**src/rtl/light_hash_stream_if.sv**
```systemverilog
// Character-in / digest-out handshake bundle for light_hash_stream.
// master = character source and digest consumer; slave = the hash block.
interface light_hash_stream_if;
    logic [7:0] msg_char;
    logic       msg_valid;
    logic       msg_last;
    logic       msg_ready;
    logic [7:0] dig_char;
    logic       dig_valid;
    logic       dig_last;
    logic       dig_ready;
    logic       err_invalid_char;

    modport master (
        output msg_char, msg_valid, msg_last, dig_ready,
        input  msg_ready, dig_char, dig_valid, dig_last, err_invalid_char
    );

    modport slave (
        input  msg_char, msg_valid, msg_last, dig_ready,
        output msg_ready, dig_char, dig_valid, dig_last, err_invalid_char
    );
endinterface

```
**src/rtl/light_hash_stream.sv**
```systemverilog
// Streaming light hash: absorbs printable chars, ROUNDS S-box rounds per char, streams an N-byte digest.
// Optional macro LH_LENGTH_PAD_EN adds a final round sequence keyed by the absorbed-character count.
module light_hash_stream #(
    parameter int DIGEST_BYTES = 8,
    parameter int ROUNDS       = 32
) (
    input  logic               clk,
    input  logic               rst,
    light_hash_stream_if.slave lh
);
    // IDLE: accept a char | ROUND: one full round per cycle | OUT: stream digest bytes
    localparam logic [1:0] S_IDLE  = 2'd0;
    localparam logic [1:0] S_ROUND = 2'd1;
    localparam logic [1:0] S_OUT   = 2'd2;

    localparam int              KW     = (DIGEST_BYTES > 1) ? $clog2(DIGEST_BYTES) : 1;
    localparam logic [KW-1:0]   K_LAST = KW'(DIGEST_BYTES - 1);
    localparam logic [7:0]      R_LAST = 8'(ROUNDS - 1);

    localparam logic [7:0] IV8 [8] = '{8'h34, 8'h55, 8'h0F, 8'h14, 8'hDA, 8'hC0, 8'h2B, 8'hEE};

    localparam logic [7:0] SBOX [256] = '{
        8'h63, 8'h7c, 8'h77, 8'h7b, 8'hf2, 8'h6b, 8'h6f, 8'hc5, 8'h30, 8'h01, 8'h67, 8'h2b, 8'hfe, 8'hd7, 8'hab, 8'h76,
        8'hca, 8'h82, 8'hc9, 8'h7d, 8'hfa, 8'h59, 8'h47, 8'hf0, 8'had, 8'hd4, 8'ha2, 8'haf, 8'h9c, 8'ha4, 8'h72, 8'hc0,
        8'hb7, 8'hfd, 8'h93, 8'h26, 8'h36, 8'h3f, 8'hf7, 8'hcc, 8'h34, 8'ha5, 8'he5, 8'hf1, 8'h71, 8'hd8, 8'h31, 8'h15,
        8'h04, 8'hc7, 8'h23, 8'hc3, 8'h18, 8'h96, 8'h05, 8'h9a, 8'h07, 8'h12, 8'h80, 8'he2, 8'heb, 8'h27, 8'hb2, 8'h75,
        8'h09, 8'h83, 8'h2c, 8'h1a, 8'h1b, 8'h6e, 8'h5a, 8'ha0, 8'h52, 8'h3b, 8'hd6, 8'hb3, 8'h29, 8'he3, 8'h2f, 8'h84,
        8'h53, 8'hd1, 8'h00, 8'hed, 8'h20, 8'hfc, 8'hb1, 8'h5b, 8'h6a, 8'hcb, 8'hbe, 8'h39, 8'h4a, 8'h4c, 8'h58, 8'hcf,
        8'hd0, 8'hef, 8'haa, 8'hfb, 8'h43, 8'h4d, 8'h33, 8'h85, 8'h45, 8'hf9, 8'h02, 8'h7f, 8'h50, 8'h3c, 8'h9f, 8'ha8,
        8'h51, 8'ha3, 8'h40, 8'h8f, 8'h92, 8'h9d, 8'h38, 8'hf5, 8'hbc, 8'hb6, 8'hda, 8'h21, 8'h10, 8'hff, 8'hf3, 8'hd2,
        8'hcd, 8'h0c, 8'h13, 8'hec, 8'h5f, 8'h97, 8'h44, 8'h17, 8'hc4, 8'ha7, 8'h7e, 8'h3d, 8'h64, 8'h5d, 8'h19, 8'h73,
        8'h60, 8'h81, 8'h4f, 8'hdc, 8'h22, 8'h2a, 8'h90, 8'h88, 8'h46, 8'hee, 8'hb8, 8'h14, 8'hde, 8'h5e, 8'h0b, 8'hdb,
        8'he0, 8'h32, 8'h3a, 8'h0a, 8'h49, 8'h06, 8'h24, 8'h5c, 8'hc2, 8'hd3, 8'hac, 8'h62, 8'h91, 8'h95, 8'he4, 8'h79,
        8'he7, 8'hc8, 8'h37, 8'h6d, 8'h8d, 8'hd5, 8'h4e, 8'ha9, 8'h6c, 8'h56, 8'hf4, 8'hea, 8'h65, 8'h7a, 8'hae, 8'h08,
        8'hba, 8'h78, 8'h25, 8'h2e, 8'h1c, 8'ha6, 8'hb4, 8'hc6, 8'he8, 8'hdd, 8'h74, 8'h1f, 8'h4b, 8'hbd, 8'h8b, 8'h8a,
        8'h70, 8'h3e, 8'hb5, 8'h66, 8'h48, 8'h03, 8'hf6, 8'h0e, 8'h61, 8'h35, 8'h57, 8'hb9, 8'h86, 8'hc1, 8'h1d, 8'h9e,
        8'he1, 8'hf8, 8'h98, 8'h11, 8'h69, 8'hd9, 8'h8e, 8'h94, 8'h9b, 8'h1e, 8'h87, 8'he9, 8'hce, 8'h55, 8'h28, 8'hdf,
        8'h8c, 8'ha1, 8'h89, 8'h0d, 8'hbf, 8'he6, 8'h42, 8'h68, 8'h41, 8'h99, 8'h2d, 8'h0f, 8'hb0, 8'h54, 8'hbb, 8'h16
    };

    logic [1:0]    state_q, state_d;
    logic [7:0]    h_q   [DIGEST_BYTES];
    logic [7:0]    h_d   [DIGEST_BYTES];
    logic [7:0]    h_rnd [DIGEST_BYTES];
    logic [7:0]    m_q, m_d;
    logic          last_q, last_d;
    logic [7:0]    cnt_q, cnt_d;
    logic [KW-1:0] k_q, k_d;
    logic          msg_ready_q, msg_ready_d;
    logic [7:0]    dig_char_q, dig_char_d;
    logic          dig_valid_q, dig_valid_d;
    logic          dig_last_q, dig_last_d;
    logic          err_q, err_d;

    logic accept;
    logic char_ok;
    logic finalise;
    logic start_out;
    logic load_iv;
    logic pad_phase;

`ifdef LH_LENGTH_PAD_EN
    logic [7:0] len_q, len_d;
    logic       pad_q, pad_d;
    assign pad_phase = pad_q;
`else
    assign pad_phase = 1'b0;
`endif

    assign char_ok = (lh.msg_char >= 8'h20) && (lh.msg_char <= 8'h7E);
    assign accept  = (state_q == S_IDLE) && msg_ready_q && lh.msg_valid;

    // Bytes are updated in place: later bytes see values already rewritten this round.
    always_comb begin
        logic [7:0] t [DIGEST_BYTES];
        for (int i = 0; i < DIGEST_BYTES; i++) begin
            t[i] = h_q[i];
        end
        for (int i = 0; i < DIGEST_BYTES; i++) begin
            t[i] = SBOX[8'((t[(i + 2) % DIGEST_BYTES] ^ m_q) << (i % 8))];
        end
        for (int i = 0; i < DIGEST_BYTES; i++) begin
            h_rnd[i] = t[i];
        end
    end

    always_comb begin
        state_d     = state_q;
        for (int i = 0; i < DIGEST_BYTES; i++) begin
            h_d[i] = h_q[i];
        end
        m_d         = m_q;
        last_d      = last_q;
        cnt_d       = cnt_q;
        k_d         = k_q;
        dig_char_d  = dig_char_q;
        dig_valid_d = dig_valid_q;
        dig_last_d  = dig_last_q;
        err_d       = 1'b0;
        finalise    = 1'b0;
        start_out   = 1'b0;
        load_iv     = 1'b0;
`ifdef LH_LENGTH_PAD_EN
        len_d       = len_q;
        pad_d       = pad_q;
`endif

        case (state_q)
            S_IDLE: begin
                if (accept) begin
                    if (char_ok) begin
                        m_d     = lh.msg_char;
                        last_d  = lh.msg_last;
                        cnt_d   = '0;
                        state_d = S_ROUND;
`ifdef LH_LENGTH_PAD_EN
                        len_d   = len_q + 8'd1;
`endif
                    end else begin
                        err_d    = 1'b1;
                        finalise = lh.msg_last;
                    end
                end
            end
            S_ROUND: begin
                for (int i = 0; i < DIGEST_BYTES; i++) begin
                    h_d[i] = h_rnd[i];
                end
                cnt_d = cnt_q + 8'd1;
                if (cnt_q == R_LAST) begin
                    if (!last_q) begin
                        state_d = S_IDLE;
                    end else if (pad_phase) begin
                        start_out = 1'b1;
                    end else begin
                        finalise = 1'b1;
                    end
                end
            end
            S_OUT: begin
                if (lh.dig_ready) begin
                    if (k_q == K_LAST) begin
                        load_iv     = 1'b1;
                        state_d     = S_IDLE;
                        k_d         = '0;
                        dig_valid_d = 1'b0;
                        dig_char_d  = 8'h00;
                        dig_last_d  = 1'b0;
                    end else begin
                        k_d        = k_q + 1'b1;
                        dig_char_d = h_q[k_d];
                        dig_last_d = (k_d == K_LAST);
                    end
                end
            end
            default: state_d = S_IDLE;
        endcase

`ifdef LH_LENGTH_PAD_EN
        // Finalisation re-enters ROUND once more, keyed by the character count.
        if (finalise) begin
            state_d = S_ROUND;
            m_d     = len_q;
            cnt_d   = '0;
            last_d  = 1'b1;
            pad_d   = 1'b1;
        end
`else
        if (finalise) begin
            start_out = 1'b1;
        end
`endif

        if (start_out) begin
            state_d     = S_OUT;
            k_d         = '0;
            dig_valid_d = 1'b1;
            dig_char_d  = h_d[0];
            dig_last_d  = (K_LAST == '0);
        end

        if (load_iv) begin
            for (int i = 0; i < DIGEST_BYTES; i++) begin
                h_d[i] = IV8[i % 8];
            end
`ifdef LH_LENGTH_PAD_EN
            len_d = 8'd0;
            pad_d = 1'b0;
`endif
        end

        msg_ready_d = (state_d == S_IDLE);
    end

    always_ff @(posedge clk) begin
        if (rst) begin
            state_q     <= S_IDLE;
            for (int i = 0; i < DIGEST_BYTES; i++) begin
                h_q[i] <= IV8[i % 8];
            end
            m_q         <= 8'h00;
            last_q      <= 1'b0;
            cnt_q       <= 8'd0;
            k_q         <= '0;
            msg_ready_q <= 1'b0;
            dig_char_q  <= 8'h00;
            dig_valid_q <= 1'b0;
            dig_last_q  <= 1'b0;
            err_q       <= 1'b0;
        end else begin
            state_q     <= state_d;
            for (int i = 0; i < DIGEST_BYTES; i++) begin
                h_q[i] <= h_d[i];
            end
            m_q         <= m_d;
            last_q      <= last_d;
            cnt_q       <= cnt_d;
            k_q         <= k_d;
            msg_ready_q <= msg_ready_d;
            dig_char_q  <= dig_char_d;
            dig_valid_q <= dig_valid_d;
            dig_last_q  <= dig_last_d;
            err_q       <= err_d;
        end
    end

`ifdef LH_LENGTH_PAD_EN
    always_ff @(posedge clk) begin
        if (rst) begin
            len_q <= 8'd0;
            pad_q <= 1'b0;
        end else begin
            len_q <= len_d;
            pad_q <= pad_d;
        end
    end
`endif

    assign lh.msg_ready        = msg_ready_q;
    assign lh.dig_char         = dig_char_q;
    assign lh.dig_valid        = dig_valid_q;
    assign lh.dig_last         = dig_last_q;
    assign lh.err_invalid_char = err_q;
endmodule

```
**src/flat_wrapper.sv**
```systemverilog
// flat-port wrapper written by rule: the top's interface ports become plain ports
module light_hash_stream_flat 
#(
    parameter int DIGEST_BYTES = 8,
    parameter int ROUNDS       = 32
)
  (clk, rst, lh_msg_char, lh_msg_valid, lh_msg_last, lh_dig_ready, lh_msg_ready, lh_dig_char, lh_dig_valid, lh_dig_last, lh_err_invalid_char);
  light_hash_stream_if lh_i ();
  input  logic clk;
  input  logic rst;
  input wire logic [$bits(lh_i.msg_char)-1:0] lh_msg_char;
  input wire logic [$bits(lh_i.msg_valid)-1:0] lh_msg_valid;
  input wire logic [$bits(lh_i.msg_last)-1:0] lh_msg_last;
  input wire logic [$bits(lh_i.dig_ready)-1:0] lh_dig_ready;
  output wire logic [$bits(lh_i.msg_ready)-1:0] lh_msg_ready;
  output wire logic [$bits(lh_i.dig_char)-1:0] lh_dig_char;
  output wire logic [$bits(lh_i.dig_valid)-1:0] lh_dig_valid;
  output wire logic [$bits(lh_i.dig_last)-1:0] lh_dig_last;
  output wire logic [$bits(lh_i.err_invalid_char)-1:0] lh_err_invalid_char;
  assign lh_i.msg_char = lh_msg_char;
  assign lh_i.msg_valid = lh_msg_valid;
  assign lh_i.msg_last = lh_msg_last;
  assign lh_i.dig_ready = lh_dig_ready;
  assign lh_msg_ready = lh_i.msg_ready;
  assign lh_dig_char = lh_i.dig_char;
  assign lh_dig_valid = lh_i.dig_valid;
  assign lh_dig_last = lh_i.dig_last;
  assign lh_err_invalid_char = lh_i.err_invalid_char;
  light_hash_stream #(.DIGEST_BYTES(DIGEST_BYTES), .ROUNDS(ROUNDS)) u_core (.clk(clk), .rst(rst), .lh(lh_i));
endmodule
```
**config.mk**
```make
export PLATFORM = sky130hd
export DESIGN_NAME = light_hash_stream_flat
export DESIGN_NICKNAME = d
export VERILOG_FILES = /design/src/rtl/light_hash_stream_if.sv /design/src/rtl/light_hash_stream.sv /design/src/flat_wrapper.sv
export SDC_FILE = /design/constraint.sdc
export NUM_CORES = 1
export LEC_CHECK = 0
export ABC_CLOCK_PERIOD_IN_PS = 4150
export CAP_MARGIN = 20
export CORE_ASPECT_RATIO = 0.7
export CORE_MARGIN = 2
export CORE_UTILIZATION = 30
export CTS_BUF_LIST = sky130_fd_sc_hd__clkbuf_8
export CTS_CLUSTER_DIAMETER = 200
export DETAILED_ROUTE_END_ITERATION = 8
export PLACE_DENSITY_LB_ADDON = 0.15
export SLEW_MARGIN = 10
export SYNTH_ARGS = -nofsm -noshare
export SYNTH_HDL_FRONTEND = slang
export SYNTH_SLANG_ARGS = --single-unit
```
**constraint.sdc**
```tcl
create_clock -name clk -period 4.15 [get_ports clk]
set_clock_uncertainty 0.1 [all_clocks]
set_input_delay 0.415 -clock clk [delete_from_list [all_inputs] [get_ports clk]]
set_output_delay 0.415 -clock clk [all_outputs]
set_load 0.03 [all_outputs]
```
**After elaboration in Yosys (flattened, before gate mapping)**

Memory sizes are Yosys's and may differ from the RTL's.
Cells that the tools add are included.

- Reductions and logical operators: 17
- Equal/unequal tests: 8
- Bitwise gates (word level): 26
- Order comparisons: 10
- Muxes and demuxes: 60
- $add $sub $neg: 2

Operators by type and width:

| cell | number |
|---|---|
| 8-bit two-way mux | 30 |
| 64-bit two-way mux | 2 |
| 9-bit >= comparator (second input constant) | 8 |
| 8-bit inverter with 9-bit output | 8 |
| 1-bit two-way mux | 17 |
| 8-bit one-hot mux with 2 select lines | 1 |
| 2-bit two-way mux | 7 |
| 3-bit AND reduction | 3 |
| 8-bit by 1-bit adder with 8-bit output (second input constant) | 1 |
| 8-bit by 5-bit equality test with 1-bit output (second input constant) | 1 |
| 8-bit by 6-bit >= comparator with 1-bit output (second input constant) | 1 |
| 8-bit by 7-bit <= comparator with 1-bit output (second input constant) | 1 |
| 1-bit bitwise OR | 8 |
| 2-bit nonzero test | 4 |
| 8-bit bitwise XOR | 1 |
| 7-bit bitwise XOR | 1 |
| 3-bit equality test (second input constant) | 2 |
| 2-bit one-hot mux with 3 select lines | 1 |
| 2-bit AND reduction | 3 |
| 6-bit bitwise XOR | 1 |
| 5-bit bitwise XOR | 1 |
| 2-bit logical NOT | 2 |
| 2-bit by 1-bit inequality test with 1-bit output (second input constant) | 2 |
| 4-bit bitwise XOR | 1 |
| 13 further kinds | 16 |

- Output and inout bits: 12
- Flip-flop bits (word level): 34
- Memories: 9
- ROM bits: 16384
- Input bits: 13
- Bits in writable memories: 64
- Logic and storage cells: 142

Memories:

| memory | depth | bits a word | read ports | clocked after memory_dff | write ports | RTL line | RTL |
|---|---|---|---|---|---|---|---|
| (no name shown) | 256 | 8 | 1 | 0 | 0 | light_hash_stream.sv:80 | `t[i] = SBOX[8'((t[(i + 2) % DIGEST_BYTES] ^ m_q) << (i % 8))];` |
| (no name shown) | 256 | 8 | 1 | 0 | 0 | light_hash_stream.sv:80 |  |
| (no name shown) | 256 | 8 | 1 | 0 | 0 | light_hash_stream.sv:80 |  |
| (no name shown) | 256 | 8 | 1 | 0 | 0 | light_hash_stream.sv:80 |  |
| (no name shown) | 256 | 8 | 1 | 0 | 0 | light_hash_stream.sv:80 |  |
| (no name shown) | 256 | 8 | 1 | 0 | 0 | light_hash_stream.sv:80 |  |
| 3 more memories | n/a | n/a | n/a | n/a | n/a | n/a |  |

**Depth between registers and ports, before layout**

An unclocked memory read counts as a cell.

- Depth after elaboration: 14
- Gate-level depth with buffers: 17
- Gate-level depth less buffers: 14

**Least setup slack after synthesis**

OpenSTA, ideal clock, no wires.

- Path kind: register -> register
- From: reg u_core.m_q[0]
- To: mem u_core.h_q[6][5]
- Path slack: 0.562 ns
- Setup time: 0.079 ns
- Buffers on the path: 3
- Period minus slack after synthesis: 3.588 ns
- Data required time: 3.971 ns
- Stages on the path, launching flop included: 16
- Arrival: 3.409 ns
- Cells stage by stage: dfxtp_1 buf_4 xor2_1 inv_2 buf_1 ha_1 clkbuf_1 inv_1 mux4_2 nor2_1 o41ai_1 o32ai_2 xor2_2 inv_1 ha_1 o211ai_1

RTL lines:

| what | RTL line | RTL |
|---|---|---|
| start, declared | light_hash_stream.sv:45 | `logic [7:0] m_q, m_d;` |
| start signal, assigned | light_hash_stream.sv:215 | `m_q <= m_d;` |
| end, declared | light_hash_stream.sv:42 | `logic [7:0] h_q [DIGEST_BYTES];` |

==> metrics.csv <==
metric,value,unit
hold path startpoint,u_core.h_q[6][4],
Sw Ratio,45.6,%
routed vias/inst,6.44,
final slew viol count,0,
Crit Path Max Fanout,9,
number of flops mapped to enable cells by yosys,8,
share of cells above drive strength 1,12.6,%
CTS Buf Count,9,
HPWL Detailed,38200,µm
"Primary FF master, synth",dfxtp_1,
Post-synth top cells,"nand2_1, nor2_1, a21oi_1",
Chip Width,233,µm
Final Hold Violating Endpoints,0,
RSZ-0062 raised after global routing,no,
crit end category,flip-flop,
first-pass GRT wire length,77900,µm
I/O Buffers,24,
Sequential Area,1920,µm²
CTS tree,built,
type of the tightest min-delay check,reg -> reg,
share of the synthesized area in the top cell type,15.3,%
synthesized net count,1616,
pre-CTS setup slack,0.499,ns
Async SR Flop Fraction,0,%
Longest Clk Path Bufs,2,
Vias,13100,
CP Launch Type,flip-flop,
Starting Density,30.6,%
origin of the worst setup path,u_core.h_q[2][1],
syn avg cell area,7.15,µm²
chip height,164,µm
Slew Limit Headroom,37.0,%
fmax,258,MHz
CP required,4.36,ns
fin crit share,93.3,%
number of global-route vias before repair,11900,
Comb pwr share,52.1,%
Reg2Reg Setup Slack,0.28,ns
sequential fraction of the synthesis area,17.4,%
Final Non-Filler Cells,2029,
Post-CTS Hold Buffers,0,
pin count of the biggest net entering global routing,54,
Yosys top cell by area,dfxtp_1,
CP cell instances,"xor2_2, buf_4, ha_1, buf_4, nor3_1, a2111oi_0, a31oi_1, a221oi_1, nand4b_1, o2111ai_1, a21oi_1",
Synthesis Warnings,0,
Worst Path Buf+Inv,2,
Area growth syn-to-layout,13.3,%
mapped cell area,11000,µm²
overall routed net length,51700,µm
initial antenna violation count,0,
Pre-antenna DRT Iters,6,
placed insts,2014,
root buffer cell,clkbuf_8,
"antenna viol nets, final",0,
drt wl/cell,25.5,µm
GP Congestion,1.01,
Fin Setup TNS,0,ns
post-layout power,3.52,mW
ANT cells,0,
Final setup viols,0,
Crit-path slowest cell,a2111oi_0,
P_int,1.91,mW
fin crit period,3.87,ns
H-tree depth,3,
FF-to-FF Start,u_core.h_q[2][1],
Post-CTS Resized,0,
setup slack after layout,0.280,ns
Worst-Margin Slew,0.936,ns
CP Class,reg -> reg,
Peak VDD IR,0.143,mV
outcome,"complete, no violations",
most common cell in the netlist,nand2_1,
most frequent CP cell,buf_4,
core footprint,36100,µm²
post-synth cell types,78,
# clock sinks,92,
GRT overflow,0,
die area,38300,µm²
Multi-input gate area,8440,µm²
number of synthesized register bits,92,
postcts setup bufs,0,
number of fill cells,3902,
PwrDens,282,nW/µm²
Psw,1.60,mW
All-Layer GR Usage,26.8,%
io pins,25,
Worst EP arrival,4.08,ns
residual DRC count,0,
cell family with most CP delay,compound AO/OA/AOI/OAI gates,
Max-Cap Viols,0,
clk slew on worst S/H paths,0.10,ns
synth top area cells,"dfxtp_1, ha_1, nand2_1, a21oi_1, nor2_1",
Std-Cell Rows,58,
Detailed Route Iter0 Violations,2383,
sequential share of power,28.0,%
worst skew pair latency,0.38,ns
CP peak stage delay,0.73,ns
synthesized netlist cell count,1541,
LEAKAGE,4.61,nW
clock share of power,19.9,%
NumNets Final,1620,
layer usage:
metal	share of wire [%]	global-route usage (%)	vias up
met4	2.8	6.25	0
met2	40	38.0	880
met1	45	39.1	6270
met5	0	1.30	-
met3	12	8.02	136
li1	-	-	5789
metrics by stage:
step / util, % / area (µm²) / hold WS (ns)
3_3_place_gp: 34.0 / 12300 / 0.352
4_1_cts: 34.6 / 12500 / 0.369
5_1_grt: 34.6 / 12500 / 0.398
6_report: 34.6 / 12500 / 0.371
3_5_place_dp: 34.0 / 12300 / 0.356
2_1_floorplan: - / 11000 / 0.332
cell families after synthesis:
group,Yosys count,synth area share (%)
fa+ha+maj,62,7.04
compound gates,554,33.8
buf+inv,180,7.31
mux,50,7.10
simple gates,534,21.0
flops,92,17.4
xor+xnor,69,6.30
layout make-up:
class,count,share of cell area [%]
timing repair buffer,144,9.54
inverter,29,0.872
tap,480,4.81
clock inverter,6,0.772
clock buffer,9,0.992
multi-input combinational,1269,67.6
sequential,92,15.4
worst register-to-register path, stage by stage (launching register included):
cell and delay [ns]:
dfxtp_1 0.41, xor2_2 0.29, buf_4 0.24, ha_1 0.50
buf_4 0.25, nor3_1 0.06, a2111oi_0 0.73, a31oi_1 0.27
a221oi_1 0.46, nand4b_1 0.22, o2111ai_1 0.14, a21oi_1 0.15
cells in the final DEF (no fill, tap or decap), types with 26 or more instances in the layout:
| master | Yosys | final |
|---|---|---|
| dfxtp_1 | 84 | 84 |
| buf_4 | 7 | 116 |
| a31oi_1 | 34 | 33 |
| ha_1 | 62 | 62 |
| a21oi_1 | 127 | 127 |
| nor2_1 | 167 | 167 |
| a311oi_1 | 34 | 34 |
| a211oi_1 | 51 | 51 |
| o211ai_1 | 46 | 46 |
| o21ai_0 | 102 | 102 |
| nand3_1 | 49 | 49 |
| xor2_1 | 30 | 26 |
| nand2_1 | 202 | 202 |
| nor3_1 | 51 | 51 |
flip-flops by register name, summed over array words and instances, names as in the netlist, 2 cells and up:
register and cells:
u_core.lh.dig_char 8, u_core.h_q 58, u_core.cnt_q 8, u_core.m_q 8
u_core.k_q 3, u_core.state_q 2
final timing paths:
| kind | to | cells past startpoint |
|---|---|---|
| setup reg to reg | u_core.lh.dig_char[6] | 11 |
| hold reg to reg | u_core.h_q[6][4] | 2 |
| hold / removal | u_core.h_q[6][4] | 2 |
| setup / recovery | u_core.lh.dig_char[6] | 11 |
power groups by stage:
stage	clock [mW]	combinational [mW]	sequential, mW
2_1_floorplan	0	1.14	0.987
3_3_place_gp	0	1.79	1.00
3_5_place_dp	0	1.74	1.00
4_1_cts	0.711	1.75	0.984
5_1_grt	0.753	1.95	0.990
6_report	0.700	1.83	0.984
Power figures use the tool's default switching activity.
